$ cat config.mk
export PLATFORM = sky130hd
export DESIGN_NAME = conv_mac_engine
export DESIGN_NICKNAME = d
export VERILOG_FILES = /design/src/rtl/conv_pkg.sv /design/src/rtl/conv_mac_engine_mac.sv /design/src/rtl/conv_mac_engine.sv
export SDC_FILE = /design/constraint.sdc
export NUM_CORES = 1
export LEC_CHECK = 0
export ABC_AREA = 1
export BUFFER_PORTS_ARGS = -buffer_cell sky130_fd_sc_hd__buf_4
export CORE_UTILIZATION = 55
export CTS_CLUSTER_SIZE = 12
export DETAILED_ROUTE_END_ITERATION = 16
export PLACE_DENSITY_LB_ADDON = 0.05
export SYNTH_ARGS = -nofsm -noshare
export SYNTH_HDL_FRONTEND = slang
export SYNTH_SLANG_ARGS = --single-unit
$ cat constraint.sdc
create_clock -name clk -period 24.8 [get_ports clk]
set_clock_uncertainty 0.15 [all_clocks]
set_input_delay 1.24 -clock clk [delete_from_list [all_inputs] [get_ports clk]]
set_output_delay 1.24 -clock clk [all_outputs]
set_load 0.005 [all_outputs]
$ cat src/rtl/conv_pkg.sv
// Shared types and size helpers for the convolution engines (single MAC now, PE array later).
package conv_pkg;

    typedef enum logic [1:0] {
        IDLE  = 2'd0,
        MAC   = 2'd1,
        WRITE = 2'd2,
        FIN   = 2'd3
    } state_t;

    function automatic int out_side(input int img_side, input int ker_side);
        return img_side - ker_side + 1;
    endfunction

    // Width of a counter/index that must address n items; never narrower than one bit.
    function automatic int idx_w(input int n);
        return (n <= 1) ? 1 : $clog2(n);
    endfunction

endpackage

$ cat src/rtl/conv_mac_engine_mac.sv
// Unsigned multiply-accumulate slice: one product per enabled cycle, synchronous clear.
module mac_unit #(
    parameter int DW   = 8,
    parameter int ACCW = 20
) (
    input  logic            clk,
    input  logic            rst,
    input  logic            clear,
    input  logic            enable,
    input  logic [DW-1:0]   a,
    input  logic [DW-1:0]   b,
    output logic [ACCW-1:0] acc
);
    logic [2*DW-1:0] prod;
    logic [ACCW-1:0] acc_q;

    assign prod = {{DW{1'b0}}, a} * {{DW{1'b0}}, b};
    assign acc  = acc_q;

    always_ff @(posedge clk or posedge rst) begin
        if (rst) begin
            acc_q <= '0;
        end else if (clear) begin
            acc_q <= '0;
        end else if (enable) begin
            acc_q <= acc_q + ACCW'(prod);
        end
    end

endmodule

$ cat src/rtl/conv_mac_engine.sv
// Sequential 2-D convolution/correlation: one MAC per cycle, one result pixel per KER*KER+1 cycles.
module conv_mac_engine
    import conv_pkg::*;
#(
    parameter int DW   = 8,
    parameter int IMG  = 4,
    parameter int KER  = 3,
    parameter int ACCW = 20,
    localparam int OUT  = out_side(IMG, KER),
    localparam int IDXW = idx_w(OUT * OUT)
) (
    input  logic                  clk,
    input  logic                  rst,
    input  logic                  start,
    input  logic                  flip,
    input  logic [3:0]            shift,
    input  logic [IMG*IMG*DW-1:0] img,
    input  logic [KER*KER*DW-1:0] ker,
    output logic                  busy,
    output logic                  out_valid,
    output logic [IDXW-1:0]       out_idx,
    output logic [DW-1:0]         out_pix,
    output logic [OUT*OUT*DW-1:0] result,
    output logic                  done
);
    localparam int KW  = idx_w(KER);
    localparam int OW  = idx_w(OUT);
    localparam int PAW = idx_w(IMG * IMG);
    localparam int TAW = idx_w(KER * KER);
    localparam logic [ACCW-1:0] PIX_MAX = ACCW'({DW{1'b1}});

    state_t                state_q, state_d;
    logic [IMG*IMG*DW-1:0] img_q;
    logic [KER*KER*DW-1:0] ker_q;
    logic                  flip_q;
    logic [3:0]            shift_q;
    logic [KW-1:0]         kr_q, kc_q;
    logic [OW-1:0]         orow_q, ocol_q;
    logic [IDXW-1:0]       idx_q;
    logic                  busy_q, out_valid_q, done_q;
    logic [IDXW-1:0]       out_idx_q;
    logic [DW-1:0]         out_pix_q;
    logic [OUT*OUT*DW-1:0] result_q;

    logic                  accept, mac_clear, mac_en, last_tap, last_pix;
    logic [DW-1:0]         img_px [IMG*IMG];
    logic [DW-1:0]         ker_px [KER*KER];
    logic [PAW-1:0]        pix_addr;
    logic [TAW-1:0]        tap_addr;
    logic [DW-1:0]         mac_a, mac_b;
    logic [ACCW-1:0]       acc, acc_shr;
    logic [DW-1:0]         sat_pix;

    genvar gi;
    for (gi = 0; gi < IMG * IMG; gi++) begin : g_img
        assign img_px[gi] = img_q[gi*DW +: DW];
    end
    for (gi = 0; gi < KER * KER; gi++) begin : g_ker
        assign ker_px[gi] = ker_q[gi*DW +: DW];
    end

    // Flip reads the kernel back to front, i.e. rotated by 180 degrees.
    always_comb begin
        pix_addr = PAW'((int'(orow_q) + int'(kr_q)) * IMG + int'(ocol_q) + int'(kc_q));
        if (flip_q) begin
            tap_addr = TAW'((KER - 1 - int'(kr_q)) * KER + (KER - 1 - int'(kc_q)));
        end else begin
            tap_addr = TAW'(int'(kr_q) * KER + int'(kc_q));
        end
    end

    assign mac_a   = img_px[pix_addr];
    assign mac_b   = ker_px[tap_addr];
    assign acc_shr = acc >> shift_q;
    assign sat_pix = (acc_shr > PIX_MAX) ? {DW{1'b1}} : acc_shr[DW-1:0];

    assign last_tap = (kr_q == KW'(KER - 1)) && (kc_q == KW'(KER - 1));
    assign last_pix = (idx_q == IDXW'(OUT * OUT - 1));

    mac_unit #(.DW(DW), .ACCW(ACCW)) u_mac (
        .clk    (clk),
        .rst    (rst),
        .clear  (mac_clear),
        .enable (mac_en),
        .a      (mac_a),
        .b      (mac_b),
        .acc    (acc)
    );

    always_ff @(posedge clk or posedge rst) begin
        if (rst) state_q <= IDLE;
        else     state_q <= state_d;
    end

    always_comb begin
        state_d   = state_q;
        accept    = 1'b0;
        mac_clear = 1'b0;
        mac_en    = 1'b0;
        case (state_q)
            IDLE: if (start) begin
                accept    = 1'b1;
                mac_clear = 1'b1;
                state_d   = MAC;
            end
            MAC: begin
                mac_en = 1'b1;
                if (last_tap) state_d = WRITE;
            end
            WRITE: begin
                mac_clear = 1'b1;
                state_d   = last_pix ? FIN : MAC;
            end
            FIN:     state_d = IDLE;
            default: state_d = IDLE;
        endcase
    end

    // Outputs are registered on the edge that completes each state's action.
    always_ff @(posedge clk or posedge rst) begin
        if (rst) begin
            img_q       <= '0;
            ker_q       <= '0;
            flip_q      <= 1'b0;
            shift_q     <= '0;
            kr_q        <= '0;
            kc_q        <= '0;
            orow_q      <= '0;
            ocol_q      <= '0;
            idx_q       <= '0;
            busy_q      <= 1'b0;
            out_valid_q <= 1'b0;
            done_q      <= 1'b0;
            out_idx_q   <= '0;
            out_pix_q   <= '0;
            result_q    <= '0;
        end else begin
            out_valid_q <= 1'b0;
            done_q      <= 1'b0;
            if (accept) begin
                img_q   <= img;
                ker_q   <= ker;
                flip_q  <= flip;
                shift_q <= shift;
                kr_q    <= '0;
                kc_q    <= '0;
                orow_q  <= '0;
                ocol_q  <= '0;
                idx_q   <= '0;
                busy_q  <= 1'b1;
            end
            case (state_q)
                MAC: begin
                    if (kc_q == KW'(KER - 1)) begin
                        kc_q <= '0;
                        kr_q <= (kr_q == KW'(KER - 1)) ? '0 : kr_q + KW'(1);
                    end else begin
                        kc_q <= kc_q + KW'(1);
                    end
                end
                WRITE: begin
                    out_valid_q                  <= 1'b1;
                    out_idx_q                    <= idx_q;
                    out_pix_q                    <= sat_pix;
                    result_q[int'(idx_q)*DW +: DW] <= sat_pix;
                    idx_q                        <= idx_q + IDXW'(1);
                    if (ocol_q == OW'(OUT - 1)) begin
                        ocol_q <= '0;
                        orow_q <= (orow_q == OW'(OUT - 1)) ? '0 : orow_q + OW'(1);
                    end else begin
                        ocol_q <= ocol_q + OW'(1);
                    end
                end
                FIN: begin
                    done_q <= 1'b1;
                    busy_q <= 1'b0;
                end
                default: ;
            endcase
        end
    end

    assign busy      = busy_q;
    assign out_valid = out_valid_q;
    assign out_idx   = out_idx_q;
    assign out_pix   = out_pix_q;
    assign result    = result_q;
    assign done      = done_q;

endmodule

==> summary.md <==
| Metric | Value |
|---|---|
| Status | `complete, no violations` |
| 1st-iter DRT viols | `roughly 1200` |
| Remaining DRCs | `0` |
| Sum of negative setup slack | `0 ns` |
| CP max stage delay | `0.54 ns` |
| Die ar. | `30350 um^2` |
| Die Height | `~170 um` |
| Unrepaired setup endpoints after global routing | `false` |
| CTS Root Cell | `clkbuf_16` |
| Period minus WS final | `between 7 and 8 ns` |
| Crit share post-route | `30.58%` |
| Post-synth ARST share | `100.0%` |
| Routed Antenna Nets | `0` |
| Maximum clock rate | `131.9 MHz` |
| Final setup violating endpoints | `0` |
| FF+latch count, synth | `280` |
| Slew margin rel. | `27.71%` |
| Final Hold Fails | `0` |
| Core Area | `between 20000 and 30000 um^2` |
| Antenna diode count | `0` |
| HP Class | `reg2reg` |
| Worst EP required | `25.10 ns` |
| Wire length per cell | `16.18 um` |
| I/O Pins | `253` |
| Post-Syn Instances | `2148` |
| Net Count, Synth | `about 2500` |
| Reg2reg end | `u_mac.acc[13]` |
| Hold depth | `2` |
| EDFF count, synth | `0` |
| Worst-Skew Late Latency | `0.56 ns` |
| Max Buffers Root-to-Sink | `3` |
| Global route overflow | `0` |
| CP startpoint kind | `flip-flop` |
| Fin nets | `2662` |
| Largest cells by area after synthesis | `dfrtp_1, nand2_1, fa_1, o21ai_0, inv_1` |
| Die W | `174.2 um` |
| Slew Limit Fails | `0` |
| Maxcap violations | `0` |
| Top-area cell type share of the netlist area | `approximately 43%` |
| Hold_sp | `ker_q[36]` |
| Placer congestion estimate | `0.9398` |
| Critical path class | `reg2reg` |
| Mean Syn Cell Area | `7.595 um^2` |
| Fin cells | `about 2700` |
| Total CTS buffers | `30` |
| Total wire length | `approximately 44 mm` |
| Vias in the first global route | `approximately 14000` |
| IO buf count | `252` |
| CTS Hold Bufs | `0` |
| HPWL Detailed | `31.73 mm` |
| Post-CTS Setup Inserts | `0` |
| CTS sink cnt | `280` |
| Global Route Usage Sum | `between 20 and 30%` |
| Crit path DAT | `7.88 ns` |
| Dominant cell type by area after synthesis | `dfrtp_1` |
| Mapped Area | `16310 um^2` |
| Path depth of the worst reg2reg path | `30` |
| Initial core utilization | `56.38%` |
| Clk slew on worst S/H paths | `0.06 ns` |
| Part of the Yosys area used for sequential elements | `42.95%` |
| Most common cell on crit path | `inv_1` |
| Pin count of the biggest net entering global routing | `roughly 170` |
| Placed Instances | `2692` |
| CP Capture Type | `flip-flop` |
| Worst-Margin Slew | `1.080 ns` |
| 1st-pass router iterations | `5` |
| FF-to-FF setup slack | `17.22 ns` |
| Row count | `62` |
| Worst hold path endpoint | `ker_q[36]` |
| H-Tree Depth | `1` |
| Critical R2R Launch | `kr_q[0]` |
| Ys Warns | `0` |
| Top FF cell, synth | `dfrtp_1` |
| CTS tree | `yes` |
| Critical-path top delay cell | `fa_1` |
| Post-CTS sizing | `0` |
| Initial antenna violation count | `0` |
| CP max FO | `10` |
| Unique masters post-synth | `40` |
| First-pass GRT wire length | `71.71 mm` |
| Vias per inst | `5.338` |
| Layout cell share with drive strength beyond 1 | `~14%` |
| Synth-to-layout area growth | `17.99%` |
| Via Count | `between 10000 and 15000` |
[area by class of cell]
| class | count | area, um^2 |
|---|---|---|
| fillers | 2552 | 9687 |
| clock inverters | 5 | 65.06 |
| flip-flops and latches | 280 | 7007 |
| inverters | 220 | 840.8 |
| clock buffers | 41 | 842.1 |
| repair buffers | 260 | 1964 |
| multi-input cells | 1548 | 8049 |
| well taps | 384 | 480.5 |
[Yosys cell counts, types with 5 or more instances]
cell type  count
nand2_1      946
dfrtp_1      280
inv_1        209
o21ai_0      162
nor2_1        94
nand3_1       79
clkbuf_1      60
ha_1          60
fa_1          54
a21oi_1       53
buf_2         24
o221ai_1      24
nand4_1       18
inv_2          9
o22ai_1        9
nand3_2        8
o211ai_1       8
buf_1          7
o21ai_2        6
xnor2_1        5
[cell families (layout without fill, tap and decap cells)]
family,count (synthesis),after routing,synth area share (%)
simple gates,1153,1153,27.93
buf+inv,320,526,7.846
flops,280,280,42.95
compound gates,272,272,9.503
fa+ha+maj,114,114,11.23
xor+xnor,8,8,0.4756
mux,1,1,0.06136
[cells in the final DEF, fill, tap and decap left out, types with 6 or more instances in the layout]
cell type	Yosys	routed
nand2_1	946	946
dfrtp_1	280	280
buf_4	4	259
inv_1	209	207
o21ai_0	162	162
nor2_1	94	94
nand3_1	79	78
ha_1	60	59
fa_1	54	54
a21oi_1	53	53
clkbuf_16	0	30
o221ai_1	24	24
nand4_1	18	18
o22ai_1	9	9
inv_2	9	9
o211ai_1	8	8
nand3_2	8	8
o21ai_2	6	6
clkbuf_1	60	6
[sequential cells by signal, indices dropped and copies added, names as in the netlist]
register,cells
img_q,128
ker_q,72
result,32
u_mac.acc,20
out_pix,8
shift_q,4
idx_q,2
kc_q,2
kr_q,2
out_idx,2
state_q,2
busy,1
done,1
flip_q,1
ocol_q,1
orow_q,1
out_valid,1
[layer usage]
layer | track usage (%) | vias up | part of all wire, %
li1 | - | 7089 | -
met1 | 40.26 | 6921 | 43
met2 | 48.36 | 517 | 48
met3 | 3.675 | 89 | 5.7
met4 | 10.34 | 0 | 3.4
met5 | 0 | - | 0
[stage by stage]
step / cell area [um^2] / worst slack (ns) / hold slack, ns / util (%)
floorplan: 16310 / 15.69 / 0.2936 / -
global placement: 18340 / 17.39 / 0.3078 / 63.39
detailed placement: 18340 / 17.19 / 0.3105 / 63.39
CTS: 19250 / 17.23 / 0.3264 / 66.52
global route: 19250 / 16.64 / 0.3431 / 66.52
finish: 19250 / 17.22 / 0.3250 / 66.52
[critical path: cells and delay by family, from the launching register on]
| family | cells | cell delay (ns) |
|---|---|---|
| buffers and inverters | 7 | 0.70 |
| XOR/XNOR | 1 | 0.13 |
| adder cells (fa/ha/maj) | 9 | 3.57 |
| flip-flops | 1 | 0.49 |
| AO/OA/AOI/OAI | 8 | 2.00 |
| AND/OR/NAND/NOR | 5 | 0.40 |
[how the worst max path moves through the flow]
stage	start	end	slack, ns	cells after the start
floorplan	rst	busy	15.69	1
global placement	kr_q[0]	u_mac.acc[13]	17.39	30
detailed placement	kr_q[0]	u_mac.acc[13]	17.19	30
CTS	kr_q[0]	u_mac.acc[13]	17.23	30
global route	kr_q[0]	u_mac.acc[13]	16.64	30
finish	kr_q[0]	u_mac.acc[13]	17.22	30
Power is left out: the tool's default activity adds up to more than one toggle a clock period on the data nets, which glitch-free logic cannot reach.
